## config.mk

```make
export PLATFORM = sky130hd
export DESIGN_NAME = pc_update_unit
export DESIGN_NICKNAME = d
export VERILOG_FILES = /design/src/rtl/pc_update_unit.sv
export SDC_FILE = /design/constraint.sdc
export NUM_CORES = 1
export LEC_CHECK = 0
export BUFFER_PORTS_ARGS = -buffer_cell sky130_fd_sc_hd__buf_2
export CELL_PAD_IN_SITES_DETAIL_PLACEMENT = 0
export CELL_PAD_IN_SITES_GLOBAL_PLACEMENT = 1
export CORE_MARGIN = 10
export CORE_UTILIZATION = 37
export DETAILED_ROUTE_END_ITERATION = 8
export PLACE_DENSITY = 0.83
export SYNTH_ARGS = -nofsm -noshare
export SYNTH_HDL_FRONTEND = slang
export SYNTH_SLANG_ARGS = --single-unit
```

## constraint.sdc

```tcl
create_clock -name clk -period 5.2 [get_ports clk]
set_clock_uncertainty 0.15 [all_clocks]
set_input_delay 1.04 -clock clk [delete_from_list [all_inputs] [get_ports clk]]
set_output_delay 1.04 -clock clk [all_outputs]
set_load 0.01 [all_outputs]
```

## src/rtl/pc_update_unit.sv

```systemverilog
// PC register with mode-selected next-PC, one-cycle flush after redirects and sticky misalign error.
// Optional PC_PERF_CNT_EN adds saturating redirect/stall counters with a synchronous clear.
module pc_update_unit #(
  parameter int unsigned      WIDTH      = 32,
  parameter logic [WIDTH-1:0] RESET_PC   = '0,
  parameter int unsigned      INC        = 4,
  parameter int unsigned      ALIGN_BITS = 2
) (
  input  logic             clk,
  input  logic             rst_n,
  input  logic [2:0]       pc_we_i,
  input  logic             alu_zero_i,
  input  logic             stall_i,
  input  logic [WIDTH-1:0] branch_off_i,
  input  logic [WIDTH-1:0] jump_target_i,
  input  logic [WIDTH-1:0] reg_target_i,
  input  logic             err_clr_i,
`ifdef PC_PERF_CNT_EN
  input  logic             cnt_clr_i,
  output logic [31:0]      redirect_cnt_o,
  output logic [31:0]      stall_cnt_o,
`endif
  output logic [WIDTH-1:0] pc_o,
  output logic [WIDTH-1:0] pc_plus_o,
  output logic             taken_o,
  output logic             flush_o,
  output logic             err_o,
  output logic [WIDTH-1:0] err_pc_o
);

  typedef enum logic [1:0] {StRun, StFlush, StError} state_e;

  localparam logic [WIDTH-1:0] AlignMask = (WIDTH'(1) << ALIGN_BITS) - WIDTH'(1);

  state_e           state_q, state_d;
  logic [WIDTH-1:0] pc_q, pc_d, err_pc_q, err_pc_d, target;
  logic             err_q, err_d;
  logic             update, redirect, misaligned, active, commit;

  assign pc_plus_o = pc_q + WIDTH'(INC);

  // Target selection; a non-taken branch falls through to the sequential target.
  always_comb begin
    target   = pc_plus_o;
    update   = 1'b1;
    redirect = 1'b0;
    unique case (pc_we_i)
      3'd1: ;
      3'd2: if (alu_zero_i) begin
        target   = pc_plus_o + branch_off_i;
        redirect = 1'b1;
      end
      3'd3: if (!alu_zero_i) begin
        target   = pc_plus_o + branch_off_i;
        redirect = 1'b1;
      end
      3'd4: begin
        target   = jump_target_i;
        redirect = 1'b1;
      end
      3'd5: begin
        target   = reg_target_i;
        redirect = 1'b1;
      end
      default: update = 1'b0;
    endcase
  end

  assign misaligned = update && (|(target & AlignMask));
  assign active     = (state_q != StError) && !stall_i;
  assign commit     = active && update && !misaligned;

  always_ff @(posedge clk or negedge rst_n) begin
    if (!rst_n) begin
      state_q  <= StRun;
      pc_q     <= RESET_PC;
      err_q    <= 1'b0;
      err_pc_q <= '0;
    end else begin
      state_q  <= state_d;
      pc_q     <= pc_d;
      err_q    <= err_d;
      err_pc_q <= err_pc_d;
    end
  end

  always_comb begin
    state_d = state_q;
    case (state_q)
      StError: if (err_clr_i) state_d = StRun;
      default: if (!stall_i) begin
        if (misaligned)            state_d = StError;
        else if (update && redirect) state_d = StFlush;
        else                       state_d = StRun;
      end
    endcase
  end

  always_comb begin
    pc_d     = commit ? target : pc_q;
    err_d    = err_q;
    err_pc_d = err_pc_q;
    if (state_q == StError) begin
      if (err_clr_i) err_d = 1'b0;
    end else if (active && misaligned) begin
      err_d    = 1'b1;
      err_pc_d = pc_q;
    end
  end

  always_comb begin
    pc_o     = pc_q;
    flush_o  = (state_q == StFlush);
    taken_o  = (state_q == StFlush);
    err_o    = err_q;
    err_pc_o = err_pc_q;
  end

`ifdef PC_PERF_CNT_EN
  logic [31:0] redirect_cnt_q, stall_cnt_q;

  always_ff @(posedge clk or negedge rst_n) begin
    if (!rst_n) begin
      redirect_cnt_q <= '0;
      stall_cnt_q    <= '0;
    end else if (cnt_clr_i) begin
      redirect_cnt_q <= '0;
      stall_cnt_q    <= '0;
    end else begin
      if (commit && redirect && (redirect_cnt_q != '1)) redirect_cnt_q <= redirect_cnt_q + 32'd1;
      if (stall_i && (state_q != StError) && (stall_cnt_q != '1))
        stall_cnt_q <= stall_cnt_q + 32'd1;
    end
  end

  assign redirect_cnt_o = redirect_cnt_q;
  assign stall_cnt_o    = stall_cnt_q;
`endif

endmodule

```

==> qor.yml, run 1 <==
worst_setup_path:
  path_cells: "ha_1, and3_1, nand3_1, nor2_1, nand3_1, xnor2_1, ha_1, a21o_1, a21o_1, a21oi_1, o21a_2, o31ai_4, a21oi_2, xnor2_1, a222oi_1, o21ai_1, mux2_2"
  critical_path_depth: 17
  crit_path_start_kind: "register"
  cp.arrival_ns: 4.57
  path_class: "register to register"
  rr_startpoint: "pc_o[2]$_DFFE_PN0P_"
  r2r_cells: 17
  path_max_fanout: 7
  r2r-end: "pc_o[23]$_DFFE_PN0P_"
  rrSetupSlack_ns: 0.71
  path_buf_inv: 0
  max_stage_delay_ns: 0.44
  worstPathRequired_ns: 5.28
  cp-end-kind: "register"
  crit_family: "compound AO/OA/AOI/OAI gates"
  slowest_stage: "nor2_1"
global_route:
  overflow: 0
  antenna_found_initial: 6
  grtUsageMet2_pct: 32.1
  met3_usage_pct: 6.90
  grtUsageTotal_pct: 20.1
  grt_max_degree: 68
  gr-max-usage-layer: "met2"
  grt_pass1_vias: 5994
  grt_pass1_wl_um: 32700
  grt.met1_usage_pct: 25.2
route:
  post_drt_wl_per_cell_um: 20.3
  ant_nets: 0
  drtPass1Iterations: 6
  routed_wl_um: 20800
  drt_iter0_drc: 520
  routed_via_density: 5.59
  vias: 5722
  drc_errors: 0
status:
  status: "finished, final reports clean"
worst_hold_path:
  holdPathStages: 1
  holdCritStartpoint: "err_pc_o[28]$_DFFE_PN0P_"
  holdPathEnd: "err_pc_o[28]$_DFFE_PN0P_"
  hold_path_class: "register to register"
timing:
  clock.fmax_mhz: 223
  setup_violations: 0
  report.final.slew_viol_count: 0
  rsz0062_at_grt: "false"
  fin_setup_tns_ns: 0
  maxSlewHeadroom_pct: 39.3
  finalHoldViolations: 0
  worstMarginPinSlew_ns: 0.910
  period_share_pct: 86.3
  worst_slack_ns: 0.712
  period_needed_ns: 4.49
yosys:
  synthFlopType: "dfrtp_1"
  synth_edf_count: 0
  ys_ff_latch: 67
  avgSynthCellArea_sq_um: 8.68
  synth_nets: 790
  yosysSeqAreaShare_pct: 29.9
  async_flop_share_pct: 100
  synth_cell_types: 66
  synth_area_sq_um: 5610
  netlist_instances: 647
  yosys_warnings: 0
placed_design:
  placed_area_sq_um: 6760
  io_buffers: 202
  place_ws_ns: 0.770
  dp_hpwl_um: 15900
  place.gp.congestion: 0.939
layout:
  drive_gt1_share_pct: 30.3
  final_area_sq_um: 7080
  nets: 973
  area_delta_synth_final_pct: 26.2
clocking:
  cts.htree.levels: 3
  clk_path_buf_depth: 2
  post_cts_resized: 0
  cts_buffers: 9
  clk_pin_slew_ns: 0.06
  holdBufCountCts: 0
  cts_root_buf: "clkbuf_16"
  clock-sinks: 67
  post_cts_buffers: 0
  clk_latency_ns: 0.34
  cts_tree: "built"
power:
  vdd_drop_max_mv: 0.281
  p_leak_nw: 3.49
  powerDensity_nw_per_um2: 536
floorplan:
  dieArea_sq_um: 20500
  coreArea_sq_um: 14700
  io_pins: 203
  rows: 44
  die_y_um: 143
  die_x_um: 143
  start_util_pct: 38.2
job:
  drv_cap: 0
## cells by family (layout without fill, tap and decap cells)
family,Yosys count,count (layout),synth area share [%]
AO/OA/AOI/OAI,215,215,25.5
AND/OR/NAND/NOR,181,181,15.8
flip-flops,67,67,29.9
XOR/XNOR,56,56,8.87
buffers and inverters,55,243,4.32
adder cells (fa/ha/maj),39,39,8.83
multiplexers,34,34,6.82
other,0,4,0
## routing by layer
metal / wire length (um) / vias to the layer above
met5: 9 / -
li1: - / 2785
met1: 9190 / 2725
met2: 9590 / 190
met4: 257 / 2
met3: 1710 / 20
## sequential cells by signal (all words and copies together), names as in the netlist
register and cells:
err_o 1, err_pc_o 32, state_q 2, pc_o 32
## worst reg2reg max path: cells and delay by family (launching register included)
family,cells,cell delay (ns)
adder cells (fa/ha/maj),2,0.60
AND/OR/NAND/NOR,4,1.09
multiplexers,1,0.28
AO/OA/AOI/OAI,8,1.40
flip-flops,1,0.43
XOR/XNOR,2,0.44
## how the worst max path moves through the flow
stage,from,to,slack (ns)
after floorplan,pc_o[2]$_DFFE_PN0P_,pc_o[23]$_DFFE_PN0P_,1.09
after global placement,pc_o[2]$_DFFE_PN0P_,pc_o[23]$_DFFE_PN0P_,0.91
after detailed placement,pc_o[2]$_DFFE_PN0P_,pc_o[23]$_DFFE_PN0P_,0.77
after CTS,pc_o[2]$_DFFE_PN0P_,pc_o[23]$_DFFE_PN0P_,0.74
after global routing,pc_o[3]$_DFFE_PN0P_,pc_o[23]$_DFFE_PN0P_,0.25
final,pc_o[2]$_DFFE_PN0P_,pc_o[23]$_DFFE_PN0P_,0.71
## stage by stage
stage | hold WS (ns) | utilization (%) | instances | total power [mW]
floorplan | 0.317 | - | 647 | 2.39
global placement | 0.312 | 46.0 | 1003 | 3.14
detailed placement | 0.319 | 46.0 | 1003 | 3.15
CTS | 0.333 | 48.1 | 1019 | 3.82
global route | 0.353 | 48.1 | 1019 | 4.11
finish | 0.326 | 48.2 | 1023 | 3.80
## synthesized netlist by cell type (9+ instances only)
master / count / area [sq um]
xor2_1: 15 / 131
ha_1: 38 / 475
a21o_1: 18 / 135
o21ai_0: 38 / 190
clkbuf_1: 28 / 105
a21oi_1: 55 / 275
mux2_1: 29 / 327
and3_1: 9 / 56.3
nand3_1: 21 / 105
a222oi_1: 21 / 210
xnor2_1: 40 / 350
inv_1: 12 / 45.0
o21ai_1: 21 / 105
nor2_1: 40 / 150
nand4_1: 11 / 68.8
a22oi_1: 10 / 75.1
nand2_1: 64 / 240
dfrtp_1: 67 / 1680
## final cells by class
type	instances	area (sq um)
inverters	14	52.6
diodes	4	10.0
clock inverters	3	45.0
repair buffers	213	1100
fillers	1537	7620
well taps	184	230
flip-flops and latches	67	1680
multi-input cells	525	3700
clock buffers	13	270
## report_power, final
part | switching [mW] | internal [mW]
Combinational | 1.26 | 0.919
Sequential | 0.253 | 0.717
Clock | 0.241 | 0.411
Total | 1.75 | 2.05
## layout by cell type (no fill, tap or decap), drive strengths merged, types with 6 or more instances in the layout
| cell | instances |
|---|---|
| buf | 213 |
| dfrtp | 67 |
| nand2 | 64 |
| o21ai | 59 |
| a21oi | 57 |
| nor2 | 43 |
| xnor2 | 41 |
| ha | 38 |
| mux2 | 34 |
| nand3 | 22 |
| a222oi | 21 |
| a21o | 18 |
| xor2 | 15 |
| inv | 14 |
| clkbuf | 13 |
| nand4 | 12 |
| a22oi | 10 |
| and3 | 9 |
| nor3 | 7 |
| nor2b | 6 |
| o211ai | 6 |
| a211oi | 6 |
Note: power is estimated with default switching activity, not from simulation.
==> run 2, diff against run 1 <==
==> constraint.sdc (replaced) <==
create_clock -name clk -period 5.2 [get_ports clk]
set_clock_uncertainty 0.15 [all_clocks]
set_input_delay 0.26 -clock clk [delete_from_list [all_inputs] [get_ports clk]]
set_output_delay 0.26 -clock clk [all_outputs]
set_load 0.01 [all_outputs]
==> qor.yml, run 2 (same netlist as run 1, synthesis figures left out) <==
worst_setup_path:
  max_stage_delay_ns: 0.44  # about the same
  crit_path_start_kind: "register"
  rrSetupSlack_ns: 0.71  # about the same
  path_buf_inv: 0  # unchanged
  startpoint: "pc_o[2]$_DFFE_PN0P_"
  path_max_fanout: 7  # unchanged
  critPathCapture: "pc_o[23]$_DFFE_PN0P_"
  worstPathRequired_ns: 5.29  # about the same
  r2r_cells: 17  # unchanged
  path_cells: "ha_1, and3_1, nand3_1, nor2_1, nand3_1, xnor2_1, ha_1, a21o_1, a21o_1, a21oi_1, o21a_2, o31ai_4, a21oi_2, xnor2_1, a222oi_1, o21ai_1, mux2_2"
  cp.arrival_ns: 4.57  # about the same
  rr_startpoint: "pc_o[2]$_DFFE_PN0P_"
  r2r-end: "pc_o[23]$_DFFE_PN0P_"
  critical_path_depth: 17  # unchanged
  crit_family: "compound AO/OA/AOI/OAI gates"
  cp-end-kind: "register"
  path_class: "register to register"
  slowest_stage: "dfrtp_1"
clocking:
  cts.htree.levels: 3  # unchanged
  cts_buffers: 9  # unchanged
  post_cts_resized: 0  # unchanged
  cts_root_buf: "clkbuf_16"
  clk_pin_slew_ns: 0.06  # about the same
  clk_path_buf_depth: 2  # unchanged
  clk_latency_ns: 0.35  # about the same
  post_cts_buffers: 0  # unchanged
  clock-sinks: 67  # unchanged
  cts_tree: "built"
power:
  p_leak_nw: 3.50  # +0.12%
  finalPower_mw: 3.77  # -0.79%
  vdd_drop_max_mv: 0.310  # +10%
  powerDensity_nw_per_um2: 532  # -0.79%
worst_hold_path:
  hold_path_class: "primary input to register"
route:
  routed_via_density: 5.59  # about the same
  drc_errors: 4  # +4
  drt_iter0_drc: 484  # -6.9%
  vias: 5729  # +0.12%
  ant_nets: 0  # unchanged
  post_drt_wl_per_cell_um: 20.3  # -0.19%
  drtPass1Iterations: 9  # +3
  routed_wl_um: 20700  # about the same
placed_design:
  place.gp.congestion: 0.954  # +1.6%
  dp_hpwl_um: 15700  # -1.1%
  io_buffers: 202  # unchanged
  place_ws_ns: 0.825  # +0.0549 ns
job:
  drv_cap: 0  # unchanged
floorplan:
  io_pins: 203  # unchanged
  die_y_um: 143  # unchanged
  coreArea_sq_um: 14700  # unchanged
  rows: 44  # unchanged
  dieArea_sq_um: 20500  # unchanged
  die_x_um: 143  # unchanged
  start_util_pct: 38.2  # unchanged
timing:
  finalHoldViolations: 0  # unchanged
  period_share_pct: 86.3  # about the same
  period_needed_ns: 4.49  # -0.00235 ns
  rsz0062_at_grt: "false"
  fin_setup_tns_ns: 0  # unchanged
  maxSlewHeadroom_pct: 22.3  # -17 points
  setup_violations: 0  # unchanged
  clock.fmax_mhz: 223  # about the same
  worst_slack_ns: 0.715  # +0.00235 ns
  report.final.slew_viol_count: 0  # unchanged
  worstMarginPinSlew_ns: 1.16  # +0.252 ns
layout:
  nets: 975  # +0.21%
  fill_cells: 1472  # -4.2%
  utilization_pct: 48.2  # unchanged
  area_delta_synth_final_pct: 26.2  # unchanged
  final_common_cell: "buf_2"
  final_cell_mix: "buf_2, dfrtp_1, nand2_1"
  drive_gt1_share_pct: 30.1  # -0.19 points
global_route:
  grt_pass1_wl_um: 32100  # -1.9%
  antenna_found_initial: 4  # -2
  grtUsageTotal_pct: 19.9  # -0.19 points
  grt_pass1_vias: 5917  # -1.3%
  grt_max_degree: 68  # unchanged
  overflow: 0  # unchanged
status:
  status: "finished, violations left"
  violations: "DRC"
run 2: area by class of cell:
type	instances	area (sq um)	area share (%)
Inverter	14	52.6	0.742
Clock buffer	11	243	3.43
Clock inverter	5	52.6	0.742
Timing Repair Buffer	215	1120	15.8
Antenna cell	3	7.51	0.106
Multi-Input combinational cell	525	3700	52.3
Tap cell	184	230	3.25
Sequential cell	67	1680	23.7
run 2: report_power, final:
part,leakage (nW),internal [mW],switching [mW]
logic,2.48,0.921,1.26
registers,0.869,0.717,0.254
clock network,0.145,0.381,0.237
run 2: per-layer routing:
metal	routed length, um	up-vias	global-route usage, %
li1	-	2790	-
met1	8980	2716	24.3
met2	9540	198	32.0
met3	1900	23	7.46
met4	318	2	5.65
met5	9	-	0
run 2: how the worst min path moves through the flow:
stage,cells past startpoint,start,end
floorplan,0,rst_n,err_o$_DFFE_PN0P_
global placement,1,rst_n,err_pc_o[20]$_DFFE_PN0P_
detailed placement,1,rst_n,err_pc_o[20]$_DFFE_PN0P_
CTS,3,reg_target_i[11],pc_o[11]$_DFFE_PN0P_
global route,3,reg_target_i[11],pc_o[11]$_DFFE_PN0P_
finish,3,reg_target_i[11],pc_o[11]$_DFFE_PN0P_
run 2: per-stage QoR:
| stage | cell area (sq um) | instances | hold WS, ns |
|---|---|---|---|
| 2_1_floorplan | 5610 | 647 | -0.186 |
| 3_3_place_gp | 6750 | 1002 | 0.294 |
| 3_5_place_dp | 6750 | 1002 | 0.305 |
| 4_1_cts | 7080 | 1021 | 0.127 |
| 5_1_grt | 7080 | 1021 | 0.175 |
| 6_report | 7080 | 1024 | 0.134 |
run 2: repair_timing:
item                                   in CTS  in global routing
endpoints found under the hold margin      70                  0
setup endpoints to repair                   0                  0
hold buffers                                3                  0
run 2: worst min-delay path, stage by stage:
cell and delay (ns):
buf_2 0.07, a222oi_1 0.07, o31ai_1 0.19
==> run 3, diff against run 2 <==
Settings changed: PLACE_DENSITY 0.83 to 0.84.
==> qor.yml, run 3 (same netlist as run 1, synthesis figures left out) <==
floorplan:
  io_pins: 203  # unchanged
  rows: 44  # unchanged
  die_x_um: 143  # unchanged
  dieArea_sq_um: 20500  # unchanged
  coreArea_sq_um: 14700  # unchanged
  start_util_pct: 38.2  # unchanged
  die_y_um: 143  # unchanged
placed_design:
  dp_hpwl_um: 15500  # -1.3%
  place_inst: 1002  # unchanged
  place_ws_ns: 0.742  # -0.0830 ns
  place.gp.congestion: 0.923  # -3.3%
  io_buffers: 202  # unchanged
  placed_area_sq_um: 6750  # unchanged
worst_setup_path:
  path_max_fanout: 7  # unchanged
  cp.arrival_ns: 4.60  # +0.03 ns
  worstPathRequired_ns: 5.29  # about the same
  crit_path_start_kind: "register"
  rrSetupSlack_ns: 0.68  # -0.03 ns
  cp-end-kind: "register"
  path_class: "register to register"
timing:
  period_needed_ns: 4.52  # +0.0317 ns
  finalHoldViolations: 0  # unchanged
  fin_setup_tns_ns: 0  # unchanged
  worst_slack_ns: 0.683  # -0.0317 ns
  maxSlewHeadroom_pct: 16.9  # -5.4 points
  setup_violations: 0  # unchanged
  rsz0062_at_grt: "false"
  worstMarginPinSlew_ns: 1.25  # +0.0829 ns
  report.final.slew_viol_count: 0  # unchanged
  period_share_pct: 86.9  # +0.61 points
  holdWs_ns: 0.0261  # -0.108 ns
  clock.fmax_mhz: 221  # -0.70%
worst_hold_path:
  hold_path_class: "primary input to register"
route:
  drtPass1Iterations: 9  # unchanged
  drt_iter0_drc: 387  # -20%
  vias: 5733  # +0.070%
  post_drt_wl_per_cell_um: 20.2  # -0.42%
  routed_wl_um: 20600  # -0.71%
  ant_nets: 0  # unchanged
  routed_via_density: 5.62  # +0.36%
  drc_errors: 0  # -4
power:
  p_leak_nw: 3.51  # +0.46%
  finalPower_mw: 3.83  # +1.7%
  vdd_drop_max_mv: 0.325  # +4.9%
  powerDensity_nw_per_um2: 539  # +1.4%
global_route:
  grt_max_degree: 68  # unchanged
  grtUsageTotal_pct: 19.5  # -0.44 points
  antenna_found_initial: 2  # -2
  overflow: 0  # unchanged
  grt_pass1_vias: 5877  # -0.68%
  grt_pass1_wl_um: 31500  # -1.7%
clocking:
  clk_latency_ns: 0.35  # about the same
  cts_root_buf: "clkbuf_16"
  cts_buffers: 9  # unchanged
  clk_path_buf_depth: 2  # unchanged
  post_cts_resized: 0  # unchanged
  cts_tree: "built"
  clock-sinks: 67  # unchanged
  clk_pin_slew_ns: 0.06  # about the same
  cts.htree.levels: 3  # unchanged
layout:
  finalNonFillerCells: 1021  # -0.29%
  drive_gt1_share_pct: 30.3  # +0.16 points
  nets: 974  # -0.10%
  utilization_pct: 48.3  # +0.12 points
  final_common_cell: "buf_2"
  final_cell_mix: "buf_2, dfrtp_1, nand2_1"
  area_delta_synth_final_pct: 26.5
  final_area_sq_um: 7100  # +0.25%
job:
  drv_cap: 0  # unchanged
status:
  status: "finished, final reports clean"
## run 3: changes by cell type in the layout (fill, tap and decap cells not counted)
cell | before | now
clkbuf_8 | 1 | 2
bufinv_16 | 1 | 2
clkinvlp_4 | 1 | 0
clkbuf_1 | 1 | 0
diode_2 | 3 | 1
dlygate4sd3_1 | 3 | 2
## run 3: area by class of cell
cell class | count | area (sq um)
clock inverter | 5 | 75.1
timing repair buffer | 214 | 1110
inverter | 14 | 52.6
multi-input combinational | 525 | 3700
tap | 184 | 230
antenna | 1 | 2.50
clock buffer | 11 | 253
fill | 1478 | 7600
sequential | 67 | 1680
## run 3: worst paths after layout
kind,cells after the start,startpoint,end
worst max-delay path,17,pc_o[2]$_DFFE_PN0P_,pc_o[23]$_DFFE_PN0P_
worst min-delay path,3,stall_i,state_q[0]$_DFFE_PN0P_
worst max register to register,17,pc_o[2]$_DFFE_PN0P_,pc_o[23]$_DFFE_PN0P_
worst min register to register,1,err_pc_o[22]$_DFFE_PN0P_,err_pc_o[22]$_DFFE_PN0P_
max in group asynchronous,2,rst_n,err_pc_o[4]$_DFFE_PN0P_
min in group asynchronous,2,rst_n,err_pc_o[20]$_DFFE_PN0P_
## run 3: power breakdown
part,internal [mW],switching (mW),total (mW)
registers,0.717,0.254,0.970
clock network,0.443,0.239,0.682
logic,0.920,1.26,2.18
total,2.08,1.75,3.83
## run 3: routing by layer
layer | GRT usage (%) | vias up | part of all wire, %
met1 | 24.1 | 2707 | 44
met3 | 6.27 | 24 | 8.6
met2 | 31.7 | 220 | 46
met5 | 0 | - | 0.063
li1 | - | 2780 | -
met4 | 5.48 | 2 | 1.4
## run 3: what timing repair did
action,CTS,global route
buffers inserted,0,0
hold buffers,2,0
hold endpoints to repair,69,0
## run 3: worst max-delay path, cell delays in order (launching register included)
cell and delay [ns]:
dfrtp_1 0.45, ha_1 0.28, and3_1 0.20, nand3_1 0.29, nor2_1 0.45, nand3_1 0.15, xnor2_1 0.35, ha_1 0.33
a21o_1 0.22, a21o_1 0.18, a21oi_1 0.15, o21a_2 0.17, o31ai_4 0.09, a21oi_2 0.18, xnor2_1 0.08, a222oi_1 0.32
o21ai_1 0.09, mux2_2 0.27
